`src/rtl/c17_bist_pkg.sv`:
```
// rtl/c17_bist_pkg.sv - shared encodings, widths and tap constants for the c17 BIST controller
package c17_bist_pkg;

    localparam int MISR_W = 8;
    localparam int LFSR_W = 5;
    localparam int CNT_W  = 6;

    // Feedback taps: MISR uses bits 7,5,4,3; LFSR is x^5+x^3+1 (bits 4,2).
    localparam logic [MISR_W-1:0] MISR_TAPS = 8'hB8;
    localparam logic [LFSR_W-1:0] LFSR_TAPS = 5'b10100;

    // RUN and COMPARE share bit 0 so busy is a single register bit.
    typedef enum logic [1:0] {
        ST_IDLE    = 2'b00,
        ST_RUN     = 2'b01,
        ST_COMPARE = 2'b11,
        ST_DONE    = 2'b10
    } state_e;

    function automatic logic [LFSR_W-1:0] lfsr_next(input logic [LFSR_W-1:0] p,
                                                    input logic [LFSR_W-1:0] seed);
        if (p == '0) return seed;
        return {p[LFSR_W-2:0], ^(p & LFSR_TAPS)};
    endfunction

    function automatic logic [MISR_W-1:0] misr_next(input logic [MISR_W-1:0] m,
                                                    input logic [1:0]        resp);
        return {m[MISR_W-2:0], ^(m & MISR_TAPS)} ^ {{(MISR_W-2){1'b0}}, resp};
    endfunction

endpackage

```
`src/rtl/c17_bist_if.sv`:
```
// rtl/c17_bist_if.sv - run control and result bundle between a BIST master and the controller
interface c17_bist_if;
    import c17_bist_pkg::*;

    logic              start;
    logic              abort;
    logic [MISR_W-1:0] golden_sig;
    logic              busy;
    logic              done;
    logic              pass;
    logic [MISR_W-1:0] signature;
    logic [LFSR_W-1:0] pattern;

    modport master (
        output start, abort, golden_sig,
        input  busy, done, pass, signature, pattern
    );

    modport slave (
        input  start, abort, golden_sig,
        output busy, done, pass, signature, pattern
    );

endinterface

```
`src/rtl/c17_bist_ctrl_c17.sv`:
```
// rtl/c17_bist_ctrl_c17.sv - ISCAS-85 c17 benchmark netlist, six NAND gates
module c17 (
    input  logic n1_i,
    input  logic n2_i,
    input  logic n3_i,
    input  logic n6_i,
    input  logic n7_i,
    output logic n22_o,
    output logic n23_o
);

    logic n10, n11, n16, n19;

    assign n10   = ~(n1_i & n3_i);
    assign n11   = ~(n3_i & n6_i);
    assign n16   = ~(n2_i & n11);
    assign n19   = ~(n11 & n7_i);
    assign n22_o = ~(n10 & n16);
    assign n23_o = ~(n16 & n19);

endmodule

```
`src/rtl/c17_bist_ctrl.sv`:
```
// rtl/c17_bist_ctrl.sv - LFSR-driven self test of c17 with MISR compaction and golden compare
module c17_bist_ctrl
    import c17_bist_pkg::*;
#(
    parameter int                N_PAT = 32,
    parameter logic [LFSR_W-1:0] SEED  = 5'b00001
) (
    input  logic      clk,
    input  logic      rst_n,
    c17_bist_if.slave bist
);

    state_e            state_q;
    logic [LFSR_W-1:0] pat_q,  pat_d;
    logic [MISR_W-1:0] misr_q, misr_d;
    logic [MISR_W-1:0] golden_q;
    logic [CNT_W-1:0]  cnt_q;
    logic              done_q;
    logic              pass_q;
    logic              o22, o23;

    c17 u_c17 (
        .n1_i  (pat_q[0]),
        .n2_i  (pat_q[1]),
        .n3_i  (pat_q[2]),
        .n6_i  (pat_q[3]),
        .n7_i  (pat_q[4]),
        .n22_o (o22),
        .n23_o (o23)
    );

    assign pat_d  = lfsr_next(pat_q, SEED);
    assign misr_d = misr_next(misr_q, {o23, o22});

    always_ff @(posedge clk or negedge rst_n) begin
        if (!rst_n) begin
            state_q  <= ST_IDLE;
            pat_q    <= '0;
            misr_q   <= '0;
            golden_q <= '0;
            cnt_q    <= '0;
            done_q   <= 1'b0;
            pass_q   <= 1'b0;
        end else begin
            done_q <= 1'b0;
            case (state_q)
                ST_IDLE: begin
                    if (bist.start && !bist.abort) begin
                        state_q  <= ST_RUN;
                        pat_q    <= '0;
                        misr_q   <= '0;
                        cnt_q    <= '0;
                        golden_q <= bist.golden_sig;
                        pass_q   <= 1'b0;
                    end
                end
                ST_RUN: begin
                    // An aborted run leaves the MISR untouched for inspection.
                    if (bist.abort) begin
                        state_q <= ST_IDLE;
                        pass_q  <= 1'b0;
                    end else begin
                        misr_q <= misr_d;
                        pat_q  <= pat_d;
                        cnt_q  <= cnt_q + CNT_W'(1);
                        if (cnt_q == CNT_W'(N_PAT - 1)) state_q <= ST_COMPARE;
                    end
                end
                ST_COMPARE: begin
                    if (bist.abort) begin
                        state_q <= ST_IDLE;
                        pass_q  <= 1'b0;
                    end else begin
                        pass_q  <= (misr_q == golden_q);
                        done_q  <= 1'b1;
                        state_q <= ST_DONE;
                    end
                end
                ST_DONE: state_q <= ST_IDLE;
                default: state_q <= ST_IDLE;
            endcase
        end
    end

    assign bist.busy      = state_q[0];
    assign bist.done      = done_q;
    assign bist.pass      = pass_q;
    assign bist.signature = misr_q;
    assign bist.pattern   = pat_q;

endmodule

```
`src/flat_wrapper.sv`:
```
// flat-port wrapper written by rule: the top's interface ports become plain ports
module c17_bist_ctrl_flat import c17_bist_pkg::*;
#(
    parameter int                N_PAT = 32,
    parameter logic [LFSR_W-1:0] SEED  = 5'b00001
)
  (clk, rst_n, bist_start, bist_abort, bist_golden_sig, bist_busy, bist_done, bist_pass, bist_signature, bist_pattern);
  c17_bist_if bist_i ();
  input  logic clk;
  input  logic rst_n;
  input wire logic [$bits(bist_i.start)-1:0] bist_start;
  input wire logic [$bits(bist_i.abort)-1:0] bist_abort;
  input wire logic [$bits(bist_i.golden_sig)-1:0] bist_golden_sig;
  output wire logic [$bits(bist_i.busy)-1:0] bist_busy;
  output wire logic [$bits(bist_i.done)-1:0] bist_done;
  output wire logic [$bits(bist_i.pass)-1:0] bist_pass;
  output wire logic [$bits(bist_i.signature)-1:0] bist_signature;
  output wire logic [$bits(bist_i.pattern)-1:0] bist_pattern;
  assign bist_i.start = bist_start;
  assign bist_i.abort = bist_abort;
  assign bist_i.golden_sig = bist_golden_sig;
  assign bist_busy = bist_i.busy;
  assign bist_done = bist_i.done;
  assign bist_pass = bist_i.pass;
  assign bist_signature = bist_i.signature;
  assign bist_pattern = bist_i.pattern;
  c17_bist_ctrl #(.N_PAT(N_PAT), .SEED(SEED)) u_core (.clk(clk), .rst_n(rst_n), .bist(bist_i));
endmodule
```
`config.mk`:
```
export PLATFORM = sky130hd
export DESIGN_NAME = c17_bist_ctrl_flat
export DESIGN_NICKNAME = d
export VERILOG_FILES = /design/src/rtl/c17_bist_pkg.sv /design/src/rtl/c17_bist_if.sv /design/src/rtl/c17_bist_ctrl_c17.sv /design/src/rtl/c17_bist_ctrl.sv /design/src/flat_wrapper.sv
export SDC_FILE = /design/constraint.sdc
export NUM_CORES = 1
export LEC_CHECK = 0
export BUFFER_PORTS_ARGS = -buffer_cell sky130_fd_sc_hd__buf_2
export CAP_MARGIN = 20
export CORE_MARGIN = 3
export CORE_UTILIZATION = 23
export CTS_CLUSTER_SIZE = 10
export DETAILED_ROUTE_END_ITERATION = 16
export MAX_ROUTING_LAYER = met4
export PLACE_DENSITY_LB_ADDON = 0.25
export SYNTH_ARGS = -nofsm -noshare
export SYNTH_HDL_FRONTEND = slang
export SYNTH_SLANG_ARGS = --single-unit
export TNS_END_PERCENT = 50
```
`constraint.sdc`:
```
create_clock -name clk -period 2.57 [get_ports clk]
set_input_delay 0.514 -clock clk [delete_from_list [all_inputs] [get_ports clk]]
set_output_delay 0.514 -clock clk [all_outputs]
set_load 0.005 [all_outputs]
```
==> metrics.yaml, run 1 <==
critical_path:
  worstSetupStartpointType: "flip-flop"
  critical_path_required_ns: 2.79
  crit_fanout: 20
  crit_path_end_kind: "flip-flop"
  ff2ff_path_depth: 4
  crit_type: "reg -> reg"
  worstPathArrival_ns: 1.88
cts:
  tritoncts: "built"
  clockBufferDepth: 2
  h-tree-depth: 2
  cts_root_buffer: "clkbuf_8"
  cts_made_buffers: 5
  cts_hold_buf: 0
  clk-insertion-delay-late_ns: 0.28
  post_cts_buffers: 0
  cts_sinks: 31
  clk_pin_slew_ns: 0.06
  postCtsResizedCells: 0
power_and_ir_drop:
  finalPower_mw: 1.21
  peakVddDrop_uv: 252
  power_leakage_nw: 0.837
  p_per_area_nw_per_um2: 723
sta:
  max_slew.worst_pin.slew_ns: 0.700
  setup_ws_ns: 0.912
  setup_viol: 0
  grt_setup_unrepaired: "no"
  drv_slew: 0
  period_minus_slack_ns: 1.66
  fin_crit_sh_pct: 64.5
  hold_viol_final: 0
  hold_slack_ns: 0.275
  fmax_mhz: 603
  max_slew_margin_pct: 53.3
  clock_skew_ns: 0.00347
  tns_ns: 0
drt:
  ant_nets: 0
  drt_iter0_markers: 60
  vias: 927
  post_drt_wl_per_cell_um: 13.5
  route.detailed.drc: 0
  via_per_inst: 4.39
  dr.pass1.iters: 4
  drt-total-wl_mm: 2.85
yosys:
  ys_ff_latch: 31
  synth_area_per_cell_um2: 12.9
  synth_area_leaders: "dfrtp_1 (55%), xor2_1 (8.6%), a22o_1 (7.4%)"
  yosys.area.top_type: "dfrtp_1"
  yosys_warnings: 0
  yosysTopAreaCellShare_pct: 54.6
  synth_area_um2: 1420
  yosysUniqueCellTypes: 30
  postSynthCellCount: 110
  ys_seq_area_share_pct: 54.6
  synth_nets: 123
floorplanning:
  pin_count: 28
  die_y_um: 84.6
  die_area_um2: 7160
  start_util_pct: 23.9
  core_um2: 5960
  num_rows: 28
  fp.dieW_um: 84.6
placed_design:
  dp.final_hpwl_mm: 2.06
  placed_area_um2: 1600
  io_buffers: 27
  pre_cts_ws_ns: 0.787
  gp_congestion: 0.798
grt:
  grt-ovfl-total: 0
  grt_pass1_wl_mm: 4.78
  antenna_found_initial: 0
  top_usage_layer: "met2"
  first_global_vias: 957
  use_met2_pct: 12.4
  grtUsageMet1_pct: 11.5
  grt_start_max_net_pins: 32
  use_met3_pct: 4.42
  grt_use_total_pct: 8.87
cells_and_area:
  drive_above_1_share_pct: 36.0
  nNetsFinal: 150
  area_delta_synth_final_pct: 17.3
  antenna_cells: 0
  fin_area_um2: 1670
  fillerInstances: 623
run_status:
  status: "finished clean"
min_path:
  min_path_type: "in -> async"
flow_run:
  maxCapViolations: 0
[worst paths after layout]
kind / startpoint / end / slack (ns)
worst min register to register: u_core.cnt_q[1] / u_core.cnt_q[1] / 0.53
min in group clk: bist_golden_sig[6] / u_core.golden_q[6] / 0.47
worst min-delay path: rst_n / u_core.bist.pattern[1] / 0.27
worst max-delay path: u_core.state_q[0] / u_core.cnt_q[0] / 0.91
worst max register to register: u_core.state_q[0] / u_core.cnt_q[0] / 0.91
max in group asynchronous: rst_n / u_core.golden_q[1] / 1.83
[synthesized netlist by cell type]
master / count
ha_1: 1
buf_2: 2
and3_1: 1
o21a_1: 1
buf_4: 5
o21ai_0: 1
xor2_1: 14
nor3b_1: 1
a21oi_1: 1
buf_6: 2
nand2_1: 4
and3b_2: 1
nand3_1: 1
nor4_1: 2
nor3b_2: 1
nand4_1: 2
nor2b_1: 1
nor2_2: 1
a22o_1: 12
nor4b_4: 1
a22oi_1: 1
nand3b_1: 1
xnor2_1: 3
inv_1: 1
mux2_2: 9
a41oi_1: 1
nor2_1: 4
dfrtp_1: 31
nor3_1: 2
a22o_2: 2
[layout make-up]
| cell class | count | area [um^2] | share of cell area, % |
|---|---|---|---|
| Multi-Input combinational cell | 69 | 572 | 34.3 |
| Sequential cell | 31 | 776 | 46.5 |
| Tap cell | 75 | 93.8 | 5.63 |
| Clock buffer | 6 | 72.6 | 4.35 |
| Timing Repair Buffer | 29 | 150 | 9.00 |
| Inverter | 1 | 3.75 | 0.225 |
[worst max-delay path, cell delays in order (launching register included)]
cell and delay [ns]:
dfrtp_1 0.44, nor3b_2 0.18, buf_4 0.20, nor2_2 0.51
mux2_2 0.27
[cells in the final DEF, fill, tap and decap left out, types with 3 or more instances in the layout]
cell type / n
dfrtp_1: 31
a22o_1: 12
nand2_1: 4
nor2_1: 4
buf_2: 27
mux2_2: 9
xnor2_1: 3
clkbuf_8: 5
xor2_1: 14
[registers in the layout (all words and copies together), names as in the netlist]
| name | count |
|---|---|
| u_core.bist.done | 1 |
| u_core.bist.pattern | 5 |
| u_core.bist.pass | 1 |
| u_core.bist.signature | 8 |
| u_core.state_q | 2 |
| u_core.cnt_q | 6 |
| u_core.golden_q | 8 |
[routing by layer]
layer | up-vias | part of all wire, %
li1 | 440 | -
met1 | 457 | 49
met2 | 28 | 44
met3 | 2 | 6.7
met4 | 0 | 0.14
met5 | - | 0
[power breakdown]
part           internal [mW]  total (mW)  switching [mW]
combinational          0.131       0.230          0.0998
clock                  0.180       0.344           0.164
sequential             0.557       0.632          0.0747
[logic make-up after synthesis]
family	count (synthesis)	synth area share (%)
flops	31	54.6
mux	9	7.13
fa+ha+maj	1	0.880
simple gates	23	10.6
xor+xnor	17	10.5
compound gates	19	11.2
buf+inv	10	5.19
[per-stage QoR]
step                      instances  util (%)
after floorplan                 110         -
after global placement          205      26.8
after detailed placement        205      26.8
after CTS                       211      28.0
after global routing            211      28.0
final                           211      28.0
No activity file was read; power rests on OpenSTA's default activity.
==> run 2, diff against run 1 <==
==> constraint.sdc (replaced) <==
create_clock -name clk -period 1.4 [get_ports clk]
set_input_delay 0.28 -clock clk [delete_from_list [all_inputs] [get_ports clk]]
set_output_delay 0.28 -clock clk [all_outputs]
set_load 0.005 [all_outputs]
==> metrics.yaml, run 2 (same netlist as run 1, synthesis figures left out) <==
floorplanning:
  fp.dieW_um: 84.6
  core_um2: 5960
  die_y_um: 84.6
  pin_count: 28
  start_util_pct: 23.9
  die_area_um2: 7160
  num_rows: 28
power_and_ir_drop:
  comb_power_share_pct: 21.0
  p_switching_mw: 0.671
  power_leakage_nw: 0.945
  p_clk_share_pct: 31.4
  seqPwrFrac_pct: 47.6
  p_per_area_nw_per_um2: 1320
  swShare_pct: 27.5
  peakVddDrop_uv: 575
  p_int_mw: 1.77
critical_path:
  worstPathArrival_ns: 1.56
  cpPeakStageDelay_ns: 0.43
  worstPathCellList: "nor4b_4, buf_4, mux2_2"
  crit_fanout: 5
  rrSetupSlack_ns: 0.007
  cp-endpoint: "u_core.golden_q[2]"
  r2r-start: "u_core.state_q[0]"
  cp_slowest_cell: "dfrtp_2"
  startpoint: "u_core.state_q[0]"
  worstSetupStartpointType: "flip-flop"
  ff2ff_path_depth: 3
  crit_path_end_kind: "flip-flop"
  crit_type: "reg -> reg"
  critical_path_required_ns: 1.56
  reg2reg_to: "u_core.golden_q[2]"
cts:
  tritoncts: "built"
  clk_pin_slew_ns: 0.06
  h-tree-depth: 2
  cts_sinks: 31
  clk-insertion-delay-late_ns: 0.28
  cts_hold_buf: 0
  clockBufferDepth: 2
  cts_root_buffer: "clkbuf_8"
  cts_made_buffers: 5
sta:
  max_slew_margin_pct: 71.4
  setup_viol: 0
  drv_slew: 0
  hold_viol_final: 0
  max_slew.worst_pin.slew_ns: 0.425
  grt_setup_unrepaired: "yes"
  period_minus_slack_ns: 1.39
  clock_skew_ns: 0.00816
  setup_ws_ns: 0.00673
  fin_crit_sh_pct: 99.5
  fmax_mhz: 718
grt:
  antenna_found_initial: 0
  grt_use_total_pct: 10.1
  grt-ovfl-total: 0
  first_global_vias: 1090
  grt_pass1_wl_mm: 5.51
  grt_start_max_net_pins: 32
placed_design:
  dp.final_hpwl_mm: 2.32
  dp.cells: 213
  gp_congestion: 0.723
  io_buffers: 27
  pre_cts_ws_ns: -0.0918
cells_and_area:
  area_delta_synth_final_pct: 29.8
  final_cell_mix: "dfrtp_1 (29), buf_2 (27), buf_4 (15)"
  drive_above_1_share_pct: 44.1
  antenna_cells: 0
  nNetsFinal: 164
  utilization_pct: 31.0
  layout_commonest_cell: "dfrtp_1"
  final_cell_count_no_fill: 227
drt:
  dr.pass1.iters: 4
  dr_wl_met2_mm: 1.66
  wl_met3_um: 125
  route.detailed.drc: 0
  drt-total-wl_mm: 3.28
  post_drt_wl_per_cell_um: 14.4
  drt_iter0_markers: 33
  top_layer: "met4"
  wl_met1_mm: 1.42
  via_per_inst: 4.46
  vias: 1012
  ant_nets: 0
min_path:
  min_path_type: "in -> async"
run_status:
  status: "finished clean"
flow_run:
  maxCapViolations: 0
==> run 2: final cells by class <==
class                      count  area (um^2)
fill                         628         4110
multi-input combinational     70          621
timing repair buffer          42          248
tap                           75         93.8
clock buffer                   8          100
inverter                       1         3.75
sequential                    31          778
==> run 2: power by group through the flow <==
stage	combinational (mW)	clock (mW)	sequential, mW
3_3_place_gp	0.473	0	1.17
5_1_grt	0.563	0.840	1.19
2_1_floorplan	0.355	0	1.14
4_1_cts	0.513	0.796	1.17
6_report	0.512	0.767	1.16
3_5_place_dp	0.480	0	1.18
==> run 2: timing repair <==
item / in CTS / in global routing
setup endpoints to repair: 24 / 24
pin swaps: 5 / 1
setup buffers: 4 / 1
gates resized for setup: 5 / 2
cloned: 1 / 0
==> run 2: how the worst min path moves through the flow <==
stage | start | end | slack [ns] | cells after the start
CTS | rst_n | u_core.bist.signature[7] | 0.009 | 2
detailed placement | rst_n | u_core.golden_q[2] | 0.32 | 2
global placement | rst_n | u_core.golden_q[2] | 0.32 | 2
floorplan | rst_n | u_core.bist.done | -0.02 | 0
finish | rst_n | u_core.bist.signature[7] | 0.008 | 2
global route | rst_n | u_core.bist.signature[7] | 0.04 | 2
==> run 2: critical path: cells and delay by family (launching register included) <==
family	cells	cell delay [ns]
buf+inv	1	0.21
flops	1	0.43
simple gates	1	0.31
mux	1	0.33
==> run 2: metrics by stage <==
step / area (um^2) / total power, mW / hold slack [ns] / TNS [ns]
floorplan: 1440 / 1.50 / -0.0156 / -0.168
global placement: 1670 / 1.64 / 0.317 / -0.0763
detailed placement: 1670 / 1.66 / 0.321 / -0.934
CTS: 1830 / 2.47 / 0.00937 / -0.243
global route: 1840 / 2.59 / 0.0355 / -0.504
finish: 1840 / 2.44 / 0.00776 / 0
==> run 2: per-layer routing <==
layer  vias to the layer above  global-route usage, %
li1                        471                      -
met1                       509                   11.9
met2                        25                   16.7
met3                         7                   2.75
met4                         0                   3.45
met5                         -                      -
==> run 3, diff against run 2 <==
--- a/config.mk
+++ b/config.mk
@@ -12,7 +12,6 @@
 export CTS_CLUSTER_SIZE = 10
 export DETAILED_ROUTE_END_ITERATION = 16
 export MAX_ROUTING_LAYER = met4
-export PLACE_DENSITY_LB_ADDON = 0.25
 export SYNTH_ARGS = -nofsm -noshare
 export SYNTH_HDL_FRONTEND = slang
 export SYNTH_SLANG_ARGS = --single-unit
==> metrics.yaml, run 3 (same netlist as run 1, synthesis figures left out) <==
run_status:
  status: "finished, violations left"
  violations: "negative setup slack"
grt:
  grtUsageMet1_pct: 13.4
  grt_pass1_wl_mm: 5.09
  use_met3_pct: 3.24
  grt_use_total_pct: 9.36
  top_usage_layer: "met1"
  first_global_vias: 956
  grt_start_max_net_pins: 18
  antenna_found_initial: 0
  use_met2_pct: 12.5
  grt-ovfl-total: 0
drt:
  post_drt_wl_per_cell_um: 13.8
  dr.pass1.iters: 4
  via_per_inst: 4.35
  ant_nets: 0
  drt_iter0_markers: 33
  drt-total-wl_mm: 3.04
  route.detailed.drc: 0
  vias: 956
cells_and_area:
  final_cell_count_no_fill: 220
  area_delta_synth_final_pct: 29.8
  fin_area_um2: 1840
  final_cell_mix: "dfrtp_1 (30), buf_2 (27), xor2_1 (14)"
  nNetsFinal: 159
  layout_commonest_cell: "dfrtp_1"
  antenna_cells: 0
  drive_above_1_share_pct: 40.0
  utilization_pct: 31.0
  fillerInstances: 629
cts:
  clockBufferDepth: 2
  cts_root_buffer: "clkbuf_8"
  clk-insertion-delay-late_ns: 0.28
  cts_sinks: 31
  tritoncts: "built"
  h-tree-depth: 2
  cts_made_buffers: 5
  clk_pin_slew_ns: 0.06
power_and_ir_drop:
  power_leakage_nw: 0.933
  peakVddDrop_uv: 460
  p_per_area_nw_per_um2: 1260
  finalPower_mw: 2.32
floorplanning:
  start_util_pct: 23.9
  core_um2: 5960
  die_area_um2: 7160
  pin_count: 28
  die_y_um: 84.6
  num_rows: 28
  fp.dieW_um: 84.6
placed_design:
  io_buffers: 27
  placed_area_um2: 1680
  gp_congestion: 0.675
  dp.cells: 209
  dp.final_hpwl_mm: 2.14
critical_path:
  worstPathArrival_ns: 1.59
  cpLargestDelayFamily: "flip-flops"
  path_buf_inv: 2
  crit_path_end_kind: "flip-flop"
  critical_path_required_ns: 1.56
  crit_type: "reg -> reg"
  crit_fanout: 5
  worstSetupStartpointType: "flip-flop"
  cpPeakStageDelay_ns: 0.42
  worstPathCellList: "nor4b_4, buf_6, clkbuf_16, mux2_4"
  cp_slowest_cell: "dfrtp_1"
sta:
  fin_crit_sh_pct: 102
  hold_viol_final: 0
  setup_viol: 8
  grt_setup_unrepaired: "yes"
  clock_skew_ns: 0.00428
  fmax_mhz: 700
  setup_ws_ns: -0.0295
  drv_slew: 0
  max_slew.worst_pin.slew_ns: 0.407
  period_minus_slack_ns: 1.43
  max_slew_margin_pct: 72.9
  tns_ns: -0.173
min_path:
  min_path_type: "in -> reg"
flow_run:
  maxCapViolations: 0
## run 3: changes by cell type in the layout (fill, tap and decap cells not counted), sizes merged
cell         delta
buf             -6
clkbuf          -1
dlygate4sd3     +1
nor2            -1
## run 3: layer usage
| layer | share of wire, % | vias up | wire [um] |
|---|---|---|---|
| met5 | 0 | - | 0 |
| met1 | 50 | 469 | 1540 |
| met2 | 43 | 25 | 1320 |
| li1 | - | 457 | - |
| met3 | 5.3 | 5 | 160 |
| met4 | 0.85 | 0 | 26 |
## run 3: through the flow
stage	worst slack [ns]	hold WS, ns
6_report	-0.0295	0.233
5_1_grt	-0.0697	0.233
4_1_cts	-0.0363	0.228
3_5_place_dp	-0.0364	0.239
3_3_place_gp	-0.00352	0.236
2_1_floorplan	-0.0336	-0.0156
## run 3: final timing paths
path | startpoint | end | slack, ns | cells after the start
setup / recovery | u_core.state_q[0] | u_core.golden_q[0] | -0.03 | 4
hold / removal | bist_golden_sig[5] | u_core.golden_q[5] | 0.23 | 2
setup reg to reg | u_core.state_q[0] | u_core.golden_q[0] | -0.03 | 4
hold reg to reg | u_core.bist.pass | u_core.bist.pass | 0.52 | 2
max in group asynchronous | rst_n | u_core.state_q[1] | 0.51 | 3
min in group asynchronous | rst_n | u_core.golden_q[5] | 0.46 | 2
## run 3: worst register-to-register path, stage by stage, from the launching register on
cell       delay [ns]
dfrtp_1          0.42
nor4b_4          0.29
buf_6            0.17
clkbuf_16        0.15
mux2_4           0.29
## run 3: layout make-up
class | count | area [um^2] | area share, %
inverter | 1 | 3.75 | 0.204
clock buffer | 6 | 72.6 | 3.93
sequential | 31 | 777 | 42.1
tap | 75 | 93.8 | 5.09
timing repair buffer | 38 | 287 | 15.5
multi-input combinational | 69 | 611 | 33.1
## run 3: report_power, final
group | total (mW) | switching (mW) | internal [mW]
registers | 1.17 | 0.145 | 1.02
logic | 0.515 | 0.199 | 0.317
clock network | 0.636 | 0.305 | 0.331
total | 2.32 | 0.649 | 1.67
## run 3: what timing repair did
item / CTS / global route
hold buffers: 1 / 0
cloned: 0 / 1
setup buffers: 2 / 1
endpoints found under the hold margin: 16 / 0
gates resized for setup: 2 / 7
pin swaps: 0 / 2
endpoints found under the setup margin: 15 / 26
